File: config.mk
export PLATFORM = sky130hd
export DESIGN_NAME = ok_adder_arbiter_flat
export DESIGN_NICKNAME = d
export VERILOG_FILES = /design/src/rtl/ok_adder_arbiter_if.sv /design/src/rtl/ok_adder_arbiter.sv /design/src/flat_wrapper.sv
export SDC_FILE = /design/constraint.sdc
export NUM_CORES = 1
export LEC_CHECK = 0
export ABC_AREA = 1
export CORE_UTILIZATION = 46
export CTS_BUF_LIST = sky130_fd_sc_hd__clkbuf_8
export DETAILED_ROUTE_END_ITERATION = 8
export GPL_TIMING_DRIVEN = 0
export PLACE_DENSITY = 0.84
export SYNTH_ARGS = -nofsm -noshare
export SYNTH_HDL_FRONTEND = slang
export SYNTH_SLANG_ARGS = --single-unit
File: constraint.sdc
create_clock -name okClk -period 5.25 [get_ports okClk]
set_input_delay 1.05 -clock okClk [delete_from_list [all_inputs] [get_ports okClk]]
set_output_delay 1.05 -clock okClk [all_outputs]
set_load 0.1 [all_outputs]
File: src/rtl/ok_adder_arbiter_if.sv
// Operand request / result response bundle shared by the requesters and the
// adder arbiter.
interface ok_adder_arbiter_if #(
    parameter int NREQ  = 4,
    parameter int WIDTH = 32,
    parameter int IDW   = 2
);
    logic [NREQ-1:0]       req_valid;
    logic [NREQ-1:0]       req_ready;
    logic [NREQ*WIDTH-1:0] req_a;
    logic [NREQ*WIDTH-1:0] req_b;
    logic                  rsp_valid;
    logic                  rsp_ready;
    logic [WIDTH-1:0]      rsp_sum;
    logic                  rsp_carry;
    logic [IDW-1:0]        rsp_id;

    modport master (
        output req_valid, req_a, req_b, rsp_ready,
        input  req_ready, rsp_valid, rsp_sum, rsp_carry, rsp_id
    );

    modport slave (
        input  req_valid, req_a, req_b, rsp_ready,
        output req_ready, rsp_valid, rsp_sum, rsp_carry, rsp_id
    );
endinterface

File: src/rtl/ok_adder_arbiter.sv
// One registered adder shared round-robin among NREQ operand requesters;
// each issued sum is tagged with its requester id and counted.
module ok_adder_arbiter #(
    parameter int NREQ  = 4,
    parameter int WIDTH = 32,
    parameter int IDW   = 2
) (
    input  logic            okClk,
    input  logic            rst_n,
    input  logic            enable,
    input  logic [NREQ-1:0] req_mask,
    ok_adder_arbiter_if.slave bus,
    output logic [31:0]     xfer_count
);
    logic [NREQ-1:0][WIDTH-1:0] a_vec, b_vec;
    logic [NREQ-1:0]            elig;
    logic [NREQ-1:0]            grant;
    logic [IDW-1:0]             ptr;
    logic [IDW-1:0]             gidx;
    logic                       xfer;
    logic                       slot_free;

    assign a_vec     = bus.req_a;
    assign b_vec     = bus.req_b;
    assign elig      = bus.req_valid & ~req_mask;
    assign slot_free = ~bus.rsp_valid | bus.rsp_ready;

    // Rotating priority search starting at ptr; gated by rst_n so nothing is
    // granted while reset is held.
    always_comb begin
        int idx;
        grant = '0;
        gidx  = '0;
        xfer  = 1'b0;
        idx   = 0;
        if (rst_n && enable && slot_free) begin
            for (int k = 0; k < NREQ; k++) begin
                idx = int'(ptr) + k;
                if (idx >= NREQ) idx = idx - NREQ;
                if (!xfer && elig[idx]) begin
                    xfer       = 1'b1;
                    grant[idx] = 1'b1;
                    gidx       = IDW'(idx);
                end
            end
        end
    end

    assign bus.req_ready = grant;

    always_ff @(posedge okClk or negedge rst_n) begin
        if (!rst_n) begin
            ptr           <= '0;
            bus.rsp_valid <= 1'b0;
            bus.rsp_sum   <= '0;
            bus.rsp_carry <= 1'b0;
            bus.rsp_id    <= '0;
            xfer_count    <= '0;
        end else if (xfer) begin
            ptr           <= (int'(gidx) == NREQ - 1) ? '0 : gidx + 1'b1;
            bus.rsp_valid <= 1'b1;
            {bus.rsp_carry, bus.rsp_sum} <= {1'b0, a_vec[gidx]} + {1'b0, b_vec[gidx]};
            bus.rsp_id    <= gidx;
            xfer_count    <= xfer_count + 32'd1;
        end else if (bus.rsp_ready) begin
            // Drain without reload: data fields keep their last value.
            bus.rsp_valid <= 1'b0;
        end
    end
endmodule

File: src/flat_wrapper.sv
// flat-port wrapper written by rule: the top's interface ports become plain ports
module ok_adder_arbiter_flat 
#(
    parameter int NREQ  = 4,
    parameter int WIDTH = 32,
    parameter int IDW   = 2
)
  (okClk, rst_n, enable, req_mask, xfer_count, bus_req_valid, bus_req_a, bus_req_b, bus_rsp_ready, bus_req_ready, bus_rsp_valid, bus_rsp_sum, bus_rsp_carry, bus_rsp_id);
  ok_adder_arbiter_if #(.NREQ(NREQ), .WIDTH(WIDTH), .IDW(IDW)) bus_i ();
  input  logic okClk;
  input  logic rst_n;
  input  logic enable;
  input  logic [NREQ-1:0] req_mask;
  output logic [31:0] xfer_count;
  input wire logic [$bits(bus_i.req_valid)-1:0] bus_req_valid;
  input wire logic [$bits(bus_i.req_a)-1:0] bus_req_a;
  input wire logic [$bits(bus_i.req_b)-1:0] bus_req_b;
  input wire logic [$bits(bus_i.rsp_ready)-1:0] bus_rsp_ready;
  output wire logic [$bits(bus_i.req_ready)-1:0] bus_req_ready;
  output wire logic [$bits(bus_i.rsp_valid)-1:0] bus_rsp_valid;
  output wire logic [$bits(bus_i.rsp_sum)-1:0] bus_rsp_sum;
  output wire logic [$bits(bus_i.rsp_carry)-1:0] bus_rsp_carry;
  output wire logic [$bits(bus_i.rsp_id)-1:0] bus_rsp_id;
  assign bus_i.req_valid = bus_req_valid;
  assign bus_i.req_a = bus_req_a;
  assign bus_i.req_b = bus_req_b;
  assign bus_i.rsp_ready = bus_rsp_ready;
  assign bus_req_ready = bus_i.req_ready;
  assign bus_rsp_valid = bus_i.rsp_valid;
  assign bus_rsp_sum = bus_i.rsp_sum;
  assign bus_rsp_carry = bus_i.rsp_carry;
  assign bus_rsp_id = bus_i.rsp_id;
  ok_adder_arbiter #(.NREQ(NREQ), .WIDTH(WIDTH), .IDW(IDW)) u_core (.okClk(okClk), .rst_n(rst_n), .enable(enable), .req_mask(req_mask), .bus(bus_i), .xfer_count(xfer_count));
endmodule
Yosys cells after proc, flatten, opt, wreduce, memory -nomap -nowiden
Index checks and enable logic that the tools add are counted.
Widths: inputs -> output; s select.
Storage, ports and cells
  bits in registers: 70
  bits of input ports: 268
  logic and storage cells: 106
Operators by class
  reductions and logical operators: 13
  add/subtract/negate cells: 10
  muxes and demuxes: 56
  bitwise gates (word level): 7
  eq/ne operators: 1
  $lt $le $gt $ge: 13
Operators with widths (count)
  $mux 32: 10
  $bmux 32 s2: 2
  $ge 32x1->1 const B: 4
  $lt 32x4->1 const B: 4
  $ge 32x4->1 const B: 3
  $sub 32x4->32 const B: 3
  $add 32x32->33: 1
  $add 32x1->32 const B: 1
  $mux 4: 8
  $mux 1: 22
  $mux 2: 6
  $or 4x4->4: 3
  $logic_and 1x1->1: 9
  $bmux 1 s2: 4
  $demux 1 s2: 4
  $add 2x2->3 const B: 2
  $and 4x4->4: 1
  $not 4->4: 1
  $sub 2x3->4 const B: 1
  $add 2x1->3 const B: 1
  $ge 2x3->1 const B: 1
  $logic_not 1->1: 3
  $lt 2x3->1 const B: 1
  $add 2x1->2 const B: 1
  4 further kinds: 4

Logic depth before layout (Yosys ltp)
  depth in word-level cells: 24
  gate-level depth with buffers: 28
  gate-level depth less buffers: 26

Least setup slack after synthesis
Ideal clock, no wire load.
  path type: input-to-output
  start: input port req_mask[2]
  end: output port bus_req_ready[0]
  path slack: 965 ps
  stages on the path: 10
  arrival time: 3235 ps
  cell sequence: inv_1 -> nand3_1 -> nand3_1 -> nand2_2 -> nand3_4 -> inv_1 -> nand2_1 -> inv_1 -> nand2_1 -> a21oi_1
On the way
  word-level cells in the longest chain between the ends: 19
Ends and longest elaborated chain
  start: declaration: line flat_wrapper.sv:13  | input logic [NREQ-1:0] req_mask;
  $not 4->4 *: line ok_adder_arbiter.sv:25  | assign elig = bus.req_valid & ~req_mask;
  $and 4x4->4 *: line ok_adder_arbiter.sv:25
  $bmux 1 s2: line ok_adder_arbiter.sv:40  | if (!xfer && elig[idx]) begin
  $mux 1 (not written as such) (2 in a row): line ok_adder_arbiter.sv:40
  $mux 1: line ok_adder_arbiter.sv:40
  $mux 1: line ok_adder_arbiter.sv:36  | if (rst_n && enable && slot_free) begin
  $logic_not 1->1: line ok_adder_arbiter.sv:40
  $logic_and 1x1->1: line ok_adder_arbiter.sv:40
  [... 2 more ...]
  $logic_not 1->1: line ok_adder_arbiter.sv:40
  $logic_and 1x1->1: line ok_adder_arbiter.sv:40
  $mux 1: line ok_adder_arbiter.sv:40
  $mux 1: line ok_adder_arbiter.sv:36
  $logic_not 1->1: line ok_adder_arbiter.sv:40
  $logic_and 1x1->1: line ok_adder_arbiter.sv:40
  $mux 4 *: line ok_adder_arbiter.sv:40
  $mux 4 *: line ok_adder_arbiter.sv:36
  end: declaration: line flat_wrapper.sv:19  | output wire logic [$bits(bus_i.req_ready)-1:0] bus_req_ready;
Mark *: on every way between the ends. The rest lies on a longest branch, timed or not. The select of a mux whose other input is x is not followed.

Worst setup path after layout
  start: input port bus_req_valid[3]
  end: register u_core.bus.rsp_sum[20]
On the way
  word-level cells in the longest chain between the ends: 21
Ends and longest elaborated chain
  start: declaration: line flat_wrapper.sv:15  | input wire logic [$bits(bus_i.req_valid)-1:0] bus_req_valid;
  $and 4x4->4 *: line ok_adder_arbiter.sv:25
  $bmux 1 s2: line ok_adder_arbiter.sv:40
  $mux 1 (not written as such) (2 in a row): line ok_adder_arbiter.sv:40
  $mux 1: line ok_adder_arbiter.sv:40
  $mux 1: line ok_adder_arbiter.sv:36
  $logic_not 1->1: line ok_adder_arbiter.sv:40
  $logic_and 1x1->1: line ok_adder_arbiter.sv:40
  $mux 1: line ok_adder_arbiter.sv:40
  [... 4 more ...]
  $mux 1: line ok_adder_arbiter.sv:36
  $logic_not 1->1: line ok_adder_arbiter.sv:40
  $logic_and 1x1->1: line ok_adder_arbiter.sv:40
  $mux 2: line ok_adder_arbiter.sv:40
  $mux 2: line ok_adder_arbiter.sv:36
  $bmux 32 s2: line ok_adder_arbiter.sv:62  | {bus.rsp_carry, bus.rsp_sum} <= {1'b0, a_vec[gidx]} + {1'b0, b_vec[gidx]};
  $mux 32 (not written as such): line ok_adder_arbiter.sv:62
  $add 32x32->33: line ok_adder_arbiter.sv:62
  end signal: assignment: line ok_adder_arbiter.sv:62
  end: declaration: line ok_adder_arbiter_if.sv:25  | output req_ready, rsp_valid, rsp_sum, rsp_carry, rsp_id
Marked as above.
A chain may end at the register's enable or synchronous reset.

==> run_results.csv <==
group,metric,value,unit
floorplan,core_area,18270,um2
sta,skew,0.01464,ns
sta,period_needed,4.920,ns
logic_synthesis,synthDistinctLibCells,40,
sta,hold_viol,0,
route,vias,11109,
floorplan,ioPinCount,340,
route,drt_wl_total,36380,um
clocking,cts_tree,"done",
clocking,cts.sinks,70,
power,p_total,7.896,mW
global_routing,first_global_vias,10607,
clocking,clkTransAtPathRegs,0.08,ns
floorplan,die_area,19500,um2
placed_design,routabilityCongestion,0.9840,
finish,final_util,69.10,%
placed_design,dpl.hpwl,30480,um
logic_synthesis,netlist.area_leader.share,22.78,%
sta,timing.fmax,0.2032,GHz
logic_synthesis,yosys_warnings,0,
route,first_iter_violations,838,
logic_synthesis,yosysTopAreaCell,"nand2_1",
logic_synthesis,synth.most_common_cell,"nand2_1",
logic_synthesis,synth_cells,1473,
logic_synthesis,synthesis.nets,1783,
global_routing,grt_antenna_before_repair,2,
outcome,status,"finished clean",
floorplan,rows,49,
clocking,h-tree-depth,3,
logic_synthesis,synth_ff_type,"dfrtp_1",
finish,layout.nets,2133,
setup_path,start_kind,"primary input",
logic_synthesis,syn_avg_cell_area,5.917,um2
floorplan,die_x,139.7,um
global_routing,grtUsageTotal,37.12,%
logic_synthesis,ys_seq_area_share,20.10,%
logic_synthesis,synthTopCellsByCount,"529 x nand2_1, 190 x nand3_1, 174 x inv_1",
logic_synthesis,yosys_register_bits,70,
finish,nFillCells,1638,
clocking,root_buffer,"clkbuf_8",
global_routing,grt.overflow.total,0,
run,max-cap-violations,0,
logic_synthesis,synth_edf_count,0,
power,power.density,625.4,nW/um2
floorplan,die_y,139.7,um
setup_path,critPathMaxFanout,10,
route,postRouteAntennaNets,0,
logic_synthesis,synthTopCellsByArea,"nand2_1 23%, dfrtp_1 20%, nand3_1 11%",
sta,slew-limit-headroom,30.86,%
setup_path,required,5.50,ns
clocking,cts_buffers,9,
sta,maxSlewViolCount,0,
route,drc,0,
power,power.leakage,6.281,nW
clocking,insertion_delay,0.36,ns
hold_path,holdCritPathClass,"flop to flop",
finish,drive_gt1_share,5.142,%
sta,rsz0062_at_grt,"false",
logic_synthesis,async_flop_share,100.0,%
sta,fin_crit_sh,93.72,%
clocking,postCtsSetupBuffers,0,
route,viasPerCell,5.395,
setup_path,endpoint_kind,"flop",
clocking,clk_path_buf_depth,2,
logic_synthesis,syn_area,8716,um2
sta,worst_pin_slew,1.034,ns
setup_path,worstSetupPathType,"primary input to flop",
route,wl_per_cell,17.67,um
global_routing,grt_pass1_wl,56530,um
placed_design,io_buffer_count,339,
power,vdd_drop_max,0.0002789,V
global_routing,grt_max_degree,72,
setup_path,cp.arrival,5.17,ns
finish,area_growth,44.85,%
sta,setup_viol_count_final,0,
route,firstDrtPassIters,5,
floorplan,start_util,47.71,%
[registers in the layout (all words and copies together), names as in the netlist]
signal	cells
u_core.bus.rsp_carry	1
u_core.xfer_count	32
u_core.ptr	2
u_core.bus.rsp_sum	32
u_core.bus.rsp_valid	1
u_core.bus.rsp_id	2
[routing by layer]
metal,routed length (um),share of wire [%],global-route usage [%]
met5,0,0,0
met3,2741,7.5,4.026
met4,1228,3.4,13.13
met1,14880,41,47.38
met2,17530,48,64.74
[path summary, 6_finish.rpt]
kind                                                   from                                 end  slack [ns]  depth (start not counted)
hold reg to reg            u_core.bus.rsp_id[1]$_DFFE_PN0P_    u_core.bus.rsp_id[1]$_DFFE_PN0P_        0.48                          2
setup reg to reg                  u_core.ptr[0]$_DFFE_PN0P_  u_core.bus.rsp_sum[20]$_DFFE_PN0P_        0.50                         24
min in group asynchronous                             rst_n   u_core.xfer_count[19]$_DFFE_PN0P_        0.68                          1
setup / recovery                           bus_req_valid[3]  u_core.bus.rsp_sum[20]$_DFFE_PN0P_        0.33                         24
hold / removal             u_core.bus.rsp_id[1]$_DFFE_PN0P_    u_core.bus.rsp_id[1]$_DFFE_PN0P_        0.48                          2
max in group asynchronous                             rst_n   u_core.bus.rsp_sum[4]$_DFFE_PN0P_        4.11                          1
[through the flow]
stage          TNS (ns)  std cells  hold slack [ns]  worst slack (ns)  cell area [um2]
2_1_floorplan         0       1473           0.6819            0.9652             8716
3_3_place_gp     -60.29       2041           0.4564            -2.052            12400
3_5_place_dp   -0.01163       2041           0.4651          -0.01163            12390
4_1_cts               0       2057           0.4865            0.3633            12620
5_1_grt               0       2059           0.5201            0.1143            12620
6_report              0       2059           0.4785            0.3298            12620
[worst max-delay path: stages]
cell and delay (ns):
clkdlybuf4s50_1 0.48, nand3_1 0.12, nand3_1 0.14, nand2_2 0.12, nand3_1 0.20, nand3_1 0.12, nand2_2 0.16, buf_4 0.19
buf_2 0.30, nand3b_1 0.16, nand3_1 0.11, nand2_1 0.13, ha_1 0.25, fa_1 0.42, nand2_1 0.09, nand2_1 0.09
and2_1 0.21, nand3_1 0.08, nand3_1 0.17, nand2_1 0.11, nand2_1 0.06, or2_2 0.27, nand3_1 0.09, nand2_1 0.05
[layout make-up]
cell class	count	area [um2]	share of cell area, %
multi-input combinational	1155	5889	46.65
timing repair buffer	339	3395	26.89
sequential	70	1752	13.88
inverter	178	668.1	5.292
buffer	70	406.6	3.221
tap	229	286.5	2.270
clock buffer	10	137.6	1.090
clock inverter	6	85.08	0.6739
antenna	2	5.005	0.03964
[placed cells by master (no fill, tap or decap), types with 41 or more instances in the layout]
cell type	count
a21oi_1	43
clkdlybuf4s50_1	338
dfrtp_1	70
ha_1	41
inv_1	175
nand2_1	529
nand3_1	190
nand3b_1	104
nor2_1	85
o21ai_0	43
[report_power, final]
group / total, mW / switching [mW] / leakage [nW] / internal, mW
Sequential: 0.908 / 0.183 / 0.897 / 0.725
Clock: 0.492 / 0.212 / 0.114 / 0.280
Combinational: 6.50 / 4.52 / 5.27 / 1.98
[kinds of logic (layout without fill, tap and decap cells)]
group / after synthesis / in the layout / share of synthesized area [%]
AOI/OAI and AO/OA: 108 / 108 / 6.647
xor gates and xnor gates: 45 / 45 / 4.522
adders and majority gates: 42 / 42 / 6.115
buffers and inverters: 248 / 603 / 12.33
DFF: 70 / 70 / 20.10
other: 0 / 2 / 0
and+or+nand+nor: 960 / 960 / 50.29
[what timing repair did]
action                                  4_1_cts  5_1_grt
endpoints found under the hold margin         0        0
hold buffers                                  0        0
endpoints found under the setup margin        0        2
resized for setup                             0        1
Power figures use the tool's default switching activity.
